### src/rtl/ins_fetch_queue.sv
// Fetch-side instruction queue: issues sequential PC requests under a credit limit and buffers
// in-order responses for decode. Redirect flushes the queue and drains stale in-flight responses.
module ins_fetch_queue #(
   parameter int unsigned    DEPTH    = 4,
   parameter int unsigned    AW       = 32,
   parameter logic [AW-1:0]  RESET_PC = '0
) (
   input  logic          clk,
   input  logic          rst,
   output logic          imem_req_valid,
   input  logic          imem_req_ready,
   output logic [AW-1:0] imem_req_addr,
   input  logic          imem_rsp_valid,
   input  logic [31:0]   imem_rsp_data,
   input  logic          redirect_valid,
   input  logic [AW-1:0] redirect_pc,
   output logic          ins_valid,
   input  logic          ins_ready,
   output logic [31:0]   ins,
   output logic [AW-1:0] ins_pc
);
   localparam int unsigned   PW         = $clog2(DEPTH);
   localparam int unsigned   CW         = PW + 1;
   localparam logic [CW:0]   DEPTH_W    = (CW+1)'(DEPTH);
   localparam logic [CW-1:0] DEPTH_C    = CW'(DEPTH);
   localparam logic [AW-1:0] PC_STEP    = AW'(4);
   localparam logic [AW-1:0] ALIGN_MASK = ~AW'(3);

   typedef enum logic {StFetch, StDrain} state_t;

   state_t          state_q, state_d;
   logic [AW-1:0]   fetch_pc_q, fetch_pc_d;
   logic [AW-1:0]   rsp_pc_q, rsp_pc_d;
   logic [CW-1:0]   outstanding_q, outstanding_d;
   logic [CW-1:0]   count_q, count_d;
   logic [CW-1:0]   drop_cnt_q, drop_cnt_d;
   logic [PW-1:0]   head_q, head_d;
   logic [PW-1:0]   tail_q, tail_d;
   logic [31:0]     data_q [DEPTH];
   logic [AW-1:0]   pc_q   [DEPTH];

   logic            req_fire;
   logic            enq;
   logic            deq;
   logic            drop;

   // Credits come from registered counters only, so a freed slot is usable next cycle.
   assign imem_req_valid = ~rst & (({1'b0, outstanding_q} + {1'b0, count_q}) < DEPTH_W);
   assign imem_req_addr  = fetch_pc_q;
   assign ins_valid      = (count_q != '0);
   assign ins            = data_q[head_q];
   assign ins_pc         = pc_q[head_q];

   always_comb begin
      req_fire      = imem_req_valid & imem_req_ready;
      enq           = imem_rsp_valid & (state_q == StFetch) & ~redirect_valid;
      deq           = ins_valid & ins_ready & ~redirect_valid;
      drop          = imem_rsp_valid & (state_q == StDrain) & ~redirect_valid;
      // A request accepted alongside a redirect is still in flight at the memory.
      outstanding_d = outstanding_q + CW'(req_fire) - CW'(imem_rsp_valid);
      state_d       = state_q;
      fetch_pc_d    = fetch_pc_q;
      rsp_pc_d      = rsp_pc_q;
      count_d       = count_q;
      drop_cnt_d    = drop_cnt_q;
      head_d        = head_q;
      tail_d        = tail_q;

      if (redirect_valid) begin
         fetch_pc_d = redirect_pc & ALIGN_MASK;
         rsp_pc_d   = redirect_pc & ALIGN_MASK;
         count_d    = '0;
         head_d     = '0;
         tail_d     = '0;
         drop_cnt_d = outstanding_d;
         state_d    = (outstanding_d != '0) ? StDrain : StFetch;
      end else begin
         if (req_fire) fetch_pc_d = fetch_pc_q + PC_STEP;
         if (enq) begin
            rsp_pc_d = rsp_pc_q + PC_STEP;
            tail_d   = tail_q + PW'(1);
         end
         if (deq) head_d = head_q + PW'(1);
         count_d = count_q + CW'(enq) - CW'(deq);
         if (drop) begin
            drop_cnt_d = drop_cnt_q - CW'(1);
            if (drop_cnt_q == CW'(1)) state_d = StFetch;
         end
      end
   end

   always_ff @(posedge clk) begin
      if (rst) begin
         state_q       <= StFetch;
         fetch_pc_q    <= RESET_PC;
         rsp_pc_q      <= RESET_PC;
         outstanding_q <= '0;
         count_q       <= '0;
         drop_cnt_q    <= '0;
         head_q        <= '0;
         tail_q        <= '0;
      end else begin
         state_q       <= state_d;
         fetch_pc_q    <= fetch_pc_d;
         rsp_pc_q      <= rsp_pc_d;
         outstanding_q <= outstanding_d;
         count_q       <= count_d;
         drop_cnt_q    <= drop_cnt_d;
         head_q        <= head_d;
         tail_q        <= tail_d;
      end
   end

   always_ff @(posedge clk) begin
      if (rst) begin
         for (int unsigned i = 0; i < DEPTH; i++) begin
            data_q[i] <= '0;
            pc_q[i]   <= '0;
         end
      end else if (enq) begin
         data_q[tail_q] <= imem_rsp_data;
         pc_q[tail_q]   <= rsp_pc_q;
      end
   end

   a_no_overflow: assert property (@(posedge clk) disable iff (rst) !(enq && (count_q == DEPTH_C)));

endmodule

### config.mk
export PLATFORM = sky130hd
export DESIGN_NAME = ins_fetch_queue
export DESIGN_NICKNAME = d
export VERILOG_FILES = /design/src/rtl/ins_fetch_queue.sv
export SDC_FILE = /design/constraint.sdc
export NUM_CORES = 1
export LEC_CHECK = 0
export ABC_AREA = 1
export BUFFER_PORTS_ARGS = -buffer_cell sky130_fd_sc_hd__buf_2
export CAP_MARGIN = 20
export CORE_ASPECT_RATIO = 1.25
export CORE_MARGIN = 5
export CORE_UTILIZATION = 40
export DETAILED_ROUTE_END_ITERATION = 10
export SLEW_MARGIN = 20
export SYNTH_ARGS = -nofsm -noshare
export SYNTH_HDL_FRONTEND = slang
export SYNTH_SLANG_ARGS = --single-unit
### constraint.sdc
create_clock -name clk -period 20.8 [get_ports clk]
set_clock_uncertainty 0.1 [all_clocks]
set_input_delay 3.12 -clock clk [delete_from_list [all_inputs] [get_ports clk]]
set_output_delay 3.12 -clock clk [all_outputs]
set_load 0.03 [all_outputs]
Yosys cells after proc, flatten, opt, wreduce, memory -nomap -nowiden
Memories as Yosys holds them, arrays and structs flattened. A register that Yosys moved wholly into a read port is not among the register bits.
Index checks and enable logic that the tools add are counted.
{"block": "totals", "memories": 2, "reg_bits": 78, "output_inout_bits": 98, "input_bits": 70, "word_cells": 70, "ram_bits": 256}
{"name": "data_q", "words": 4, "width": 32, "rd": 1, "rd_ports_with_merged_regs": 1, "write_ports": 4, "line_no": "39", "text": "logic [31:0] data_q [DEPTH];"}
{"name": "pc_q", "words": 4, "width": 32, "rd": 1, "rd_ports_with_merged_regs": 1, "write_ports": 4, "line_no": "40", "text": "logic [AW-1:0] pc_q [DEPTH];"}
{"block": "op_classes", "magnitude_cmp": 1, "muxes": 25, "bitwise_logic": 11, "n_eq_ne": 1, "n_reduce_logical": 10, "addsub": 10}
{"operator": "$mux 32", "n": 6}
{"operator": "$add 32x3->32 const B", "n": 2}
{"operator": "$reduce_or 32->1", "n": 2}
{"operator": "$mux 2", "n": 6}
{"operator": "$mux 1", "n": 11}
{"operator": "$and 1x1->1", "n": 8}
{"operator": "$reduce_bool 2->1", "n": 4}
{"operator": "$add 3x1->3", "n": 2}
{"operator": "$mux 3", "n": 2}
{"operator": "$reduce_bool 3->1", "n": 2}
{"operator": "$sub 3x1->3", "n": 2}
{"operator": "$add 2x1->2 const B", "n": 2}
{"operator": "$add 3x3->4", "n": 1}
{"operator": "$lt 4x3->1 const B", "n": 1}
{"operator": "$eq 3x1->1 const B", "n": 1}
{"operator": "$not 1->1", "n": 3}
{"operator": "$sub 3x1->3 const B", "n": 1}
{"operator": "$reduce_and 2->1", "n": 1}
{"operator": "$reduce_or 2->1", "n": 1}

Depth between registers and ports, before layout
Gate-level depths: netlist (run 1).
{"block": "depth", "word_depth": 9, "depth_mapped": 12, "mapped_depth_nobuf": 11}

Worst setup path after synthesis (run 1)
Ideal clock, no wire load.
{"block": "synth_timing", "path_type": "input port to flip-flop", "startpoint": "input redirect_valid", "endpoint": "memory data_q[3][0], enable pin", "required_time_ns": 20.126, "path_buffers": 1, "stages": 4, "slack_ns": 11.950, "setup_time_ns": 0.574, "t_arrival_ns": 8.176, "cell_sequence": "buf_2 inv_1 nand2_2 o31ai_1"}
{"item": "start: declaration", "line_no": "15", "text": "input logic redirect_valid,"}
{"item": "end: declaration", "line_no": "39"}

Worst setup path in the final report (run 1)
{"block": "layout_timing", "startpoint": "input rst", "endpoint": "output imem_req_valid"}
{"block": "layout_between", "elab_chain_cells": 2}
{"item": "start: declaration", "line_no": "9", "text": "input logic rst,"}
{"item": "$not 1->1", "line_no": "48", "text": "assign imem_req_valid = ~rst & (({1'b0, outstanding_q} + {1'b0, count_q}) < DEPTH_W);"}
{"item": "$and 1x1->1", "line_no": "48"}
{"item": "end: declaration", "line_no": "10", "text": "output logic imem_req_valid,"}
No other way between the ends.

==> results of run 1 <==
[synthesized netlist by cell type]
| master | count |
|---|---|
| nand3_1 | 53 |
| buf_6 | 1 |
| o21bai_1 | 1 |
| nor2_8 | 3 |
| o31ai_1 | 1 |
| ha_1 | 10 |
| inv_1 | 161 |
| nor3_1 | 5 |
| fa_1 | 2 |
| xor2_1 | 13 |
| edfxtp_1 | 248 |
| dfxtp_1 | 76 |
| buf_2 | 18 |
| buf_4 | 7 |
| and3_1 | 1 |
| a21oi_1 | 48 |
| nand2_2 | 3 |
| o22ai_1 | 62 |
| nor2_1 | 407 |
| nor2_4 | 23 |
| o21ai_1 | 4 |
| nand4_4 | 1 |
| nand2_1 | 256 |
| nand4_1 | 16 |
| clkbuf_1 | 62 |
| o221ai_1 | 1 |
| nor2_2 | 8 |
| o21ai_0 | 191 |
| xnor2_1 | 2 |
| conb_1 | 1 |
| inv_2 | 24 |
| nor4_1 | 2 |
| or2_2 | 2 |
| a31oi_1 | 13 |
| buf_1 | 1 |
| buf_8 | 1 |
| and2_1 | 1 |
| o211ai_1 | 7 |
[flip-flops by register name (all words and copies together), names as in the netlist, named ones only]
name           flops
data_q           128
pc_q             120
imem_req_addr     30
rsp_pc_q          30
count_q            3
drop_cnt_q         3
outstanding_q      3
head_q             2
tail_q             2
state_q            1
[layer usage]
metal,wire length (µm),share of wire (%)
met2,20000,48
met5,0,0
met4,1340,3.2
met3,2600,6.3
met1,17400,42
[cells in the final DEF (no fill, tap or decap), types with 7 or more instances in the layout]
master,instances
nor2_4,23
xor2_1,13
buf_4,15
ha_1,10
clkbuf_16,36
nand3_1,53
nor2_1,407
o22ai_1,62
inv_1,160
inv_2,24
o21ai_0,188
nor2_2,8
edfxtp_1,248
a21oi_1,48
clkbuf_1,9
dfxtp_1,74
a31oi_1,13
nand2_1,253
o211ai_1,7
buf_2,161
nand4_1,16
[critical path: stages]
cell and delay (ns):
buf_2 0.08, buf_4 0.52, nor2_4 0.09, and3_1 0.26, buf_2 0.21
[area by class of cell]
class / count / area share (%)
clock buffer: 45 / 5.27
timing repair buffer: 176 / 5.18
multi-input combinational: 1140 / 30.8
clock inverter: 17 / 0.769
sequential: 324 / 50.6
tap: 492 / 3.47
inverter: 185 / 3.92
[logic make-up after synthesis]
family                     share of synthesized area (%)
adders and majority gates                           1.07
DFF                                                 58.0
buffers and inverters                               7.12
AOI/OAI and AO/OA                                   11.4
and+or+nand+nor                                     21.5
xor gates and xnor gates                           0.850
other                                             0.0243
[through the flow]
step                hold WS [ns]  worst slack [ns]
detailed placement         0.346             13.26
CTS                        0.357             13.25
floorplan                  0.336             11.95
global placement           0.343             13.25
global route               0.384             13.21
finish                     0.363             13.27
[power by group]
part | total (mW) | internal [mW] | switching [mW]
Clock | 0.588 | 0.333 | 0.255
Sequential | 0.759 | 0.738 | 0.0206
Combinational | 0.187 | 0.0477 | 0.140
Total | 1.53 | 1.12 | 0.416
[path summary, 6_finish.rpt]
check,startpoint,endpoint,slack (ns),cells after the start
worst max register to register,tail_q[0],pc_q[0][30],17.75,4
worst min register to register,head_q[1],register,0.36,2
worst max-delay path,rst,imem_req_valid,13.27,5
worst min-delay path,head_q[1],register,0.36,2
==> results.yml, run 1 <==
sta:
  maxSlewViolCount: 0
  final.min_clock_period_ns: 7.53
  worst_slew_pin_slew_ns: 0.976
  period_share_pct: 36.2
  totalNegativeSetupSlack_ns: 0
  setup_violations: 0
  relSlewSlack_pct: 34.9
  rsz0062_at_grt: "no"
  hold_viol_final: 0
  fmax_ghz: 0.133
worst_setup_path:
  worstSetupPathType: "in2out"
  cp_data_arrival_time_ns: 4.31
  crit_fanout: 51
  critPathRequiredTime_ns: 17.58
  worstSetupStartpointType: "input pin"
  cp-end-kind: "output pin"
logic_synthesis:
  synth_largest_area_cell: "edfxtp_1"
  syn_area_per_cell_um2: 8.90
  synthDistinctLibCells: 38
  synth_seq_area_share_pct: 58.0
  syn_inst: 1736
  synthTopCellsByArea: "edfxtp_1 (48%), nor2_1 (9.9%), dfxtp_1 (9.8%), nand2_1 (6.2%), o21ai_0 (6.2%)"
  ys_seq_elements: 324
  ys_warn_count: 0
  syn_area_um2: 15500
  synthDominantCellAreaShare_pct: 48.2
power:
  cellPowerDensity_nw_per_um2: 86.5
  power.total_mw: 1.53
  ir_worst_vdd_uv: 49.4
  p_leak_nw: 7.16
clocking:
  cts_resized: 0
  cts_hold_buf: 0
  cts_buffers: 36
  cts_root_buffer: "clkbuf_16"
  cts_buffer_depth: 3
  clkLatencyLatePin_ns: 0.53
  post-cts-setup-buffers: 0
  cts_tree: "done"
  cts_max_level: 2
  clock-sinks: 324
  clkSlewWorstSetupHoldPaths_ns: 0.06
cells_and_area:
  seqCellArea_um2: 8970
  fillers: 3727
  instances_no_fill: 2379
  final_cell_area_um2: 17700
  antenna_cells: 0
  fin_nets: 1945
  post-route-util_pct: 46.4
  drive_above_1_share_pct: 15.8
  area_growth_pct: 14.7
  multi_input_area_um2: 5460
die:
  die-width_um: 186
  ioPinCount: 168
  rows: 80
  core-area_um2: 38200
  start_util_pct: 40.4
  die_h_um: 230
  die-area_um2: 42700
placed_design:
  dpl.cell_count: 2317
  hpwl_um: 25000
  placed_cell_area_um2: 16700
  gp_congestion: 0.879
  portBuffers: 161
detailed_routing:
  vias: 12358
  drt_iter0_drc: 779
  ant_nets: 0
  drc_errors: 0
  routed_wl_um: 41300
  wl_per_cell_um: 17.4
  drt-vias-per-instance: 5.19
  first_pass_iters: 7
min_path:
  min_path_type: "reg2reg"
global_routing:
  met1_usage_pct: 24.8
  globalRouteMet2Util_pct: 31.7
  grtUsageTotal_pct: 18.9
  gr-usage-met3_pct: 2.78
  grt-ovfl-total: 0
  top_usage_layer: "met2"
  grt_pass1_vias: 11840
  grt_pass1_wl_um: 64100
  antenna_found_initial: 0
  grt_max_degree: 77
status:
  status: "finished, final reports clean"
flow_run:
  maxCapViolCount: 0
Note: power is estimated with default switching activity, not from simulation.
==> inputs of run 2 (changes only) <==
==> constraint.sdc (replaced) <==
create_clock -name clk -period 6.7 [get_ports clk]
set_clock_uncertainty 0.1 [all_clocks]
set_input_delay 1.005 -clock clk [delete_from_list [all_inputs] [get_ports clk]]
set_output_delay 1.005 -clock clk [all_outputs]
set_load 0.03 [all_outputs]
==> run 2 against run 1 <==
  * Cell area is 0.22% higher
  * Via count is 0.19% higher
  * Combinational power increased to 3.1 times the previous value
==> results.yml, run 2 (synthesized netlist as in run 1, its figures left out) <==
min_path:
  min-delay-start: "head_q[1]"
  whs_path_depth: 2
  min_path_type: "reg2reg"
status:
  status: "finished, final reports clean"
sta:
  rsz0062_at_grt: "no"
  setup_violations: 0
  final.min_clock_period_ns: 3.90
  fmax_ghz: 0.256
  layout_setup_ws_ns: 2.80
  maxSlewViolCount: 0
  hold_viol_final: 0
  period_share_pct: 58.3
  worst_slew_pin_slew_ns: 1.00
  totalNegativeSetupSlack_ns: 0
  relSlewSlack_pct: 33.4
worst_setup_path:
  worstSetupStartpointType: "register"
  critPathCapture: "ins_pc[6]"
  cp_data_arrival_time_ns: 2.80
  crit_fanout: 66
  rr_worst_depth: 4
  regToRegSetupSlack_ns: 4.00
  r2r-start: "tail_q[0]"
  r2r-end: "pc_q[0][24]"
  cp-end-kind: "output pin"
  critPathRequiredTime_ns: 5.59
  worstSetupPathType: "reg2out"
clocking:
  cts_buffer_depth: 3
  clkSlewWorstSetupHoldPaths_ns: 0.06
  post-cts-setup-buffers: 0
  cts_buffers: 35
  cts_hold_buf: 0
  clkLatencyLatePin_ns: 0.52
  clock-sinks: 324
  cts_resized: 0
  cts_root_buffer: "clkbuf_16"
  cts_max_level: 2
  cts_tree: "done"
power:
  combPwrFrac_pct: 12.1
  ir_worst_vdd_uv: 182
  p_switching_mw: 1.28
  internal-power_mw: 3.55
  power_switching_share_pct: 26.5
  cellPowerDensity_nw_per_um2: 272
  pwr-share-clk_pct: 39.1
  seqPwrFrac_pct: 48.8
  p_leak_nw: 7.20
cells_and_area:
  post-route-util_pct: 46.5
  reg_top3: "data_q: 128 flops, pc_q: 120 flops"
  seqCellArea_um2: 8970
  layout_common_cells: "nor2_1 (407), nand2_1 (253), edfxtp_1 (248)"
  drive_above_1_share_pct: 15.8
  largest_reg_flops: 128
  layout_commonest_cell: "nor2_1"
  multi_input_area_um2: 5460
  area_growth_pct: 15.0
  final_cell_area_um2: 17800
  regMostFlops: "data_q"
  fin_nets: 1945
  fillers: 3676
  antenna_cells: 0
placed_design:
  placed_cell_area_um2: 16700
  portBuffers: 161
  hpwl_um: 25100
  place_ws_ns: 2.81
  gp_congestion: 0.899
flow_run:
  maxCapViolCount: 0
die:
  core-area_um2: 38200
  start_util_pct: 40.4
  rows: 80
  die-area_um2: 42700
  ioPinCount: 168
  die_h_um: 230
  die-width_um: 186
detailed_routing:
  drt_iter0_drc: 731
  routed_wl_um: 41400
  drt-vias-per-instance: 5.21
  first_pass_iters: 5
  ant_nets: 0
  vias: 12381
  drc_errors: 0
  wl_per_cell_um: 17.4
global_routing:
  grt_pass1_vias: 12354
  grt_pass1_wl_um: 65300
  grtUsageTotal_pct: 19.1
  antenna_found_initial: 0
  grt_max_degree: 79
  grt-ovfl-total: 0
## run 2: changes by cell type in the layout (fill, tap and decap cells not counted), sizes merged
cell	change
clkinvlp	-5
clkinv	+1
buf	+1
bufinv	+2
## run 2: per-layer routing
layer  GRT usage [%]  up-vias  share of wire, %
li1                -     6015                 -
met1            24.8     5948                42
met2            32.9      356                50
met3            2.75       62               5.7
met4            5.49        0               2.4
met5               0        -                 0
## run 2: power by group through the flow
stage          registers [mW]  clock network (mW)  logic (mW)
6_report                 2.36                1.89       0.583
5_1_grt                  2.37                2.02       0.642
4_1_cts                  2.36                1.93       0.592
3_5_place_dp             2.40                   0       0.590
3_3_place_gp             2.39                   0       0.583
2_1_floorplan            2.42                   0       0.378
## run 2: cell type report
type,instances,area share [%]
clock inverter,15,0.943
multi-input combinational,1140,30.7
clock buffer,45,5.26
sequential,324,50.5
timing repair buffer,177,5.21
inverter,185,3.91
tap,492,3.46
## run 2: critical path: stages (launching register included)
cell and delay, ns:
dfxtp_4 0.75, buf_4 0.65, o21ai_0 0.20, o22ai_1 0.36, buf_2 0.27
## run 2: worst min-delay path by stage
stage	end	slack (ns)
CTS	head_q[1]	0.39
floorplan	register	0.34
finish	head_q[1]	0.39
detailed placement	register	0.37
global route	register	0.41
global placement	register	0.34
## run 2: stage by stage
step | power, mW | instances | hold slack (ns)
global route | 5.03 | 2378 | 0.412
detailed placement | 2.99 | 2318 | 0.369
finish | 4.83 | 2378 | 0.385
floorplan | 2.79 | 1739 | 0.336
global placement | 2.98 | 2318 | 0.342
CTS | 4.87 | 2378 | 0.388
==> inputs of run 3 (changes only) <==
==> constraint.sdc (replaced) <==
create_clock -name clk -period 3.4 [get_ports clk]
set_clock_uncertainty 0.1 [all_clocks]
set_input_delay 0.51 -clock clk [delete_from_list [all_inputs] [get_ports clk]]
set_output_delay 0.51 -clock clk [all_outputs]
set_load 0.03 [all_outputs]
==> run 3 against run 2 <==
  * Sequential power rose by 97%
  * Setup slack got worse by 2.3 ns
  * Register-to-register slack got worse by 3.2 ns
  * Via count fell by 0.53%
  * Clock-buffer cell count fell by 4
  * Largest cell class unchanged
  * Highest routed layer unchanged
==> results.yml, run 3 (synthesized netlist as in run 1, its figures left out) <==
status:
  status: "finished, final reports clean"
worst_setup_path:
  crit_fanout: 124
  worstSetupStartpointType: "register"
  cp-end-kind: "output pin"
  rr_worst_depth: 11
  cp_data_arrival_time_ns: 2.27
  r2r-end: "state_q"
  r2r-start: "count_q[1]"
  critPathRequiredTime_ns: 2.79
  regToRegSetupSlack_ns: 0.82
  worstSetupPathType: "reg2out"
sta:
  final.min_clock_period_ns: 2.88
  hold_viol_final: 0
  period_share_pct: 84.6
  setup_violations: 0
  rsz0062_at_grt: "no"
  worst_slew_pin_slew_ns: 0.882
  maxSlewViolCount: 0
  relSlewSlack_pct: 41.2
  fmax_ghz: 0.348
global_routing:
  grt_pass1_wl_um: 65600
  antenna_found_initial: 0
  grtUsageTotal_pct: 19.2
  grt-ovfl-total: 0
  grt_pass1_vias: 12333
  grt_max_degree: 125
clocking:
  clkLatencyLatePin_ns: 0.52
  cts_buffers: 35
  cts_hold_buf: 0
  cts_resized: 0
  post-cts-setup-buffers: 0
  clock-sinks: 324
  cts_max_level: 2
  cts_buffer_depth: 3
  cts_root_buffer: "clkbuf_16"
  clkSlewWorstSetupHoldPaths_ns: 0.06
  cts_tree: "done"
power:
  ir_worst_vdd_uv: 275
  cellPowerDensity_nw_per_um2: 536
  p_leak_nw: 7.31
cells_and_area:
  fin_nets: 1954
  area_growth_pct: 16.5
  final_cell_area_um2: 18000
  reg_top3: "data_q: 128 flops, pc_q: 120 flops"
  largest_reg_flops: 128
  layout_common_cells: "nor2_1 (407), nand2_1 (253), edfxtp_1 (248)"
  drive_above_1_share_pct: 16.4
  antenna_cells: 0
  regMostFlops: "data_q"
  layout_commonest_cell: "nor2_1"
  post-route-util_pct: 47.1
die:
  die_h_um: 230
  core-area_um2: 38200
  die-area_um2: 42700
  die-width_um: 186
  ioPinCount: 168
  start_util_pct: 40.4
  rows: 80
detailed_routing:
  first_pass_iters: 5
  routed_wl_um: 41700
  drt-vias-per-instance: 5.15
  wl_per_cell_um: 17.5
  drc_errors: 0
  drt_iter0_drc: 913
  vias: 12315
  ant_nets: 0
flow_run:
  maxCapViolCount: 0
placed_design:
  hpwl_um: 26000
  gp_congestion: 0.930
  placed_cell_area_um2: 16900
  portBuffers: 161
min_path:
  hold_end: "rsp_pc_q[17]"
  whs_path_depth: 3
  min_path_type: "in2reg"
  min-delay-start: "redirect_pc[17]"
## run 3: cell count changes in the layout (fill, tap and decap cells not counted), sizes merged
cell	change
inv	+1
buf	+9
clkinvlp	+1
bufinv	+1
clkbuf	-4
clkinv	+4
## run 3: cell type report
type	count	area (µm²)
clock buffers	41	920
clock inverters	22	224
fillers	3657	20200
inverters	185	696
multi-input cells	1140	5450
flip-flops and latches	324	8970
well taps	492	616
repair buffers	186	1120
## run 3: where the power goes
part           leakage, nW  switching (mW)  internal (mW)
clock network        0.563            1.57           2.25
logic                 3.55           0.859          0.317
registers             3.20           0.127           4.51
total                 7.31            2.56           7.08
## run 3: how the worst max path moves through the flow
| stage | cells past startpoint | start | endpoint | slack [ns] |
|---|---|---|---|---|
| 6_report | 5 | register | ins_pc[6] | 0.52 |
| 5_1_grt | 4 | register | ins_pc[25] | 0.42 |
| 4_1_cts | 5 | register | ins_pc[12] | 0.50 |
| 3_5_place_dp | 13 | redirect_valid | count_q[2] | 0.67 |
| 3_3_place_gp | 13 | redirect_valid | count_q[2] | 0.65 |
| 2_1_floorplan | 4 | redirect_valid | data_q[0][0] | -0.95 |
## run 3: layer usage
layer | vias to the layer above | track usage (%) | routed length, µm
li1 | 6046 | - | -
met4 | 0 | 5.88 | 985
met2 | 386 | 33.5 | 20800
met5 | - | 0 | 0
met1 | 5815 | 24.6 | 17300
met3 | 68 | 2.66 | 2640
## run 3: critical path, cell delays in order, from the launching register on
cell,delay [ns]
dfxtp_4,0.46
clkinv_2,0.10
buf_12,0.41
o21ai_0,0.18
o22ai_1,0.26
buf_2,0.26
## run 3: per-stage QoR
step	hold slack, ns	cells	setup TNS [ns]	worst slack (ns)	total power, mW
detailed placement	0.346	2327	0	0.666	5.91
global placement	0.343	2327	0	0.647	5.89
CTS	0.169	2390	0	0.502	9.74
floorplan	0.336	1739	-232.27	-0.949	5.49
global route	0.194	2390	0	0.415	10.0
finish	0.206	2390	0	0.524	9.64
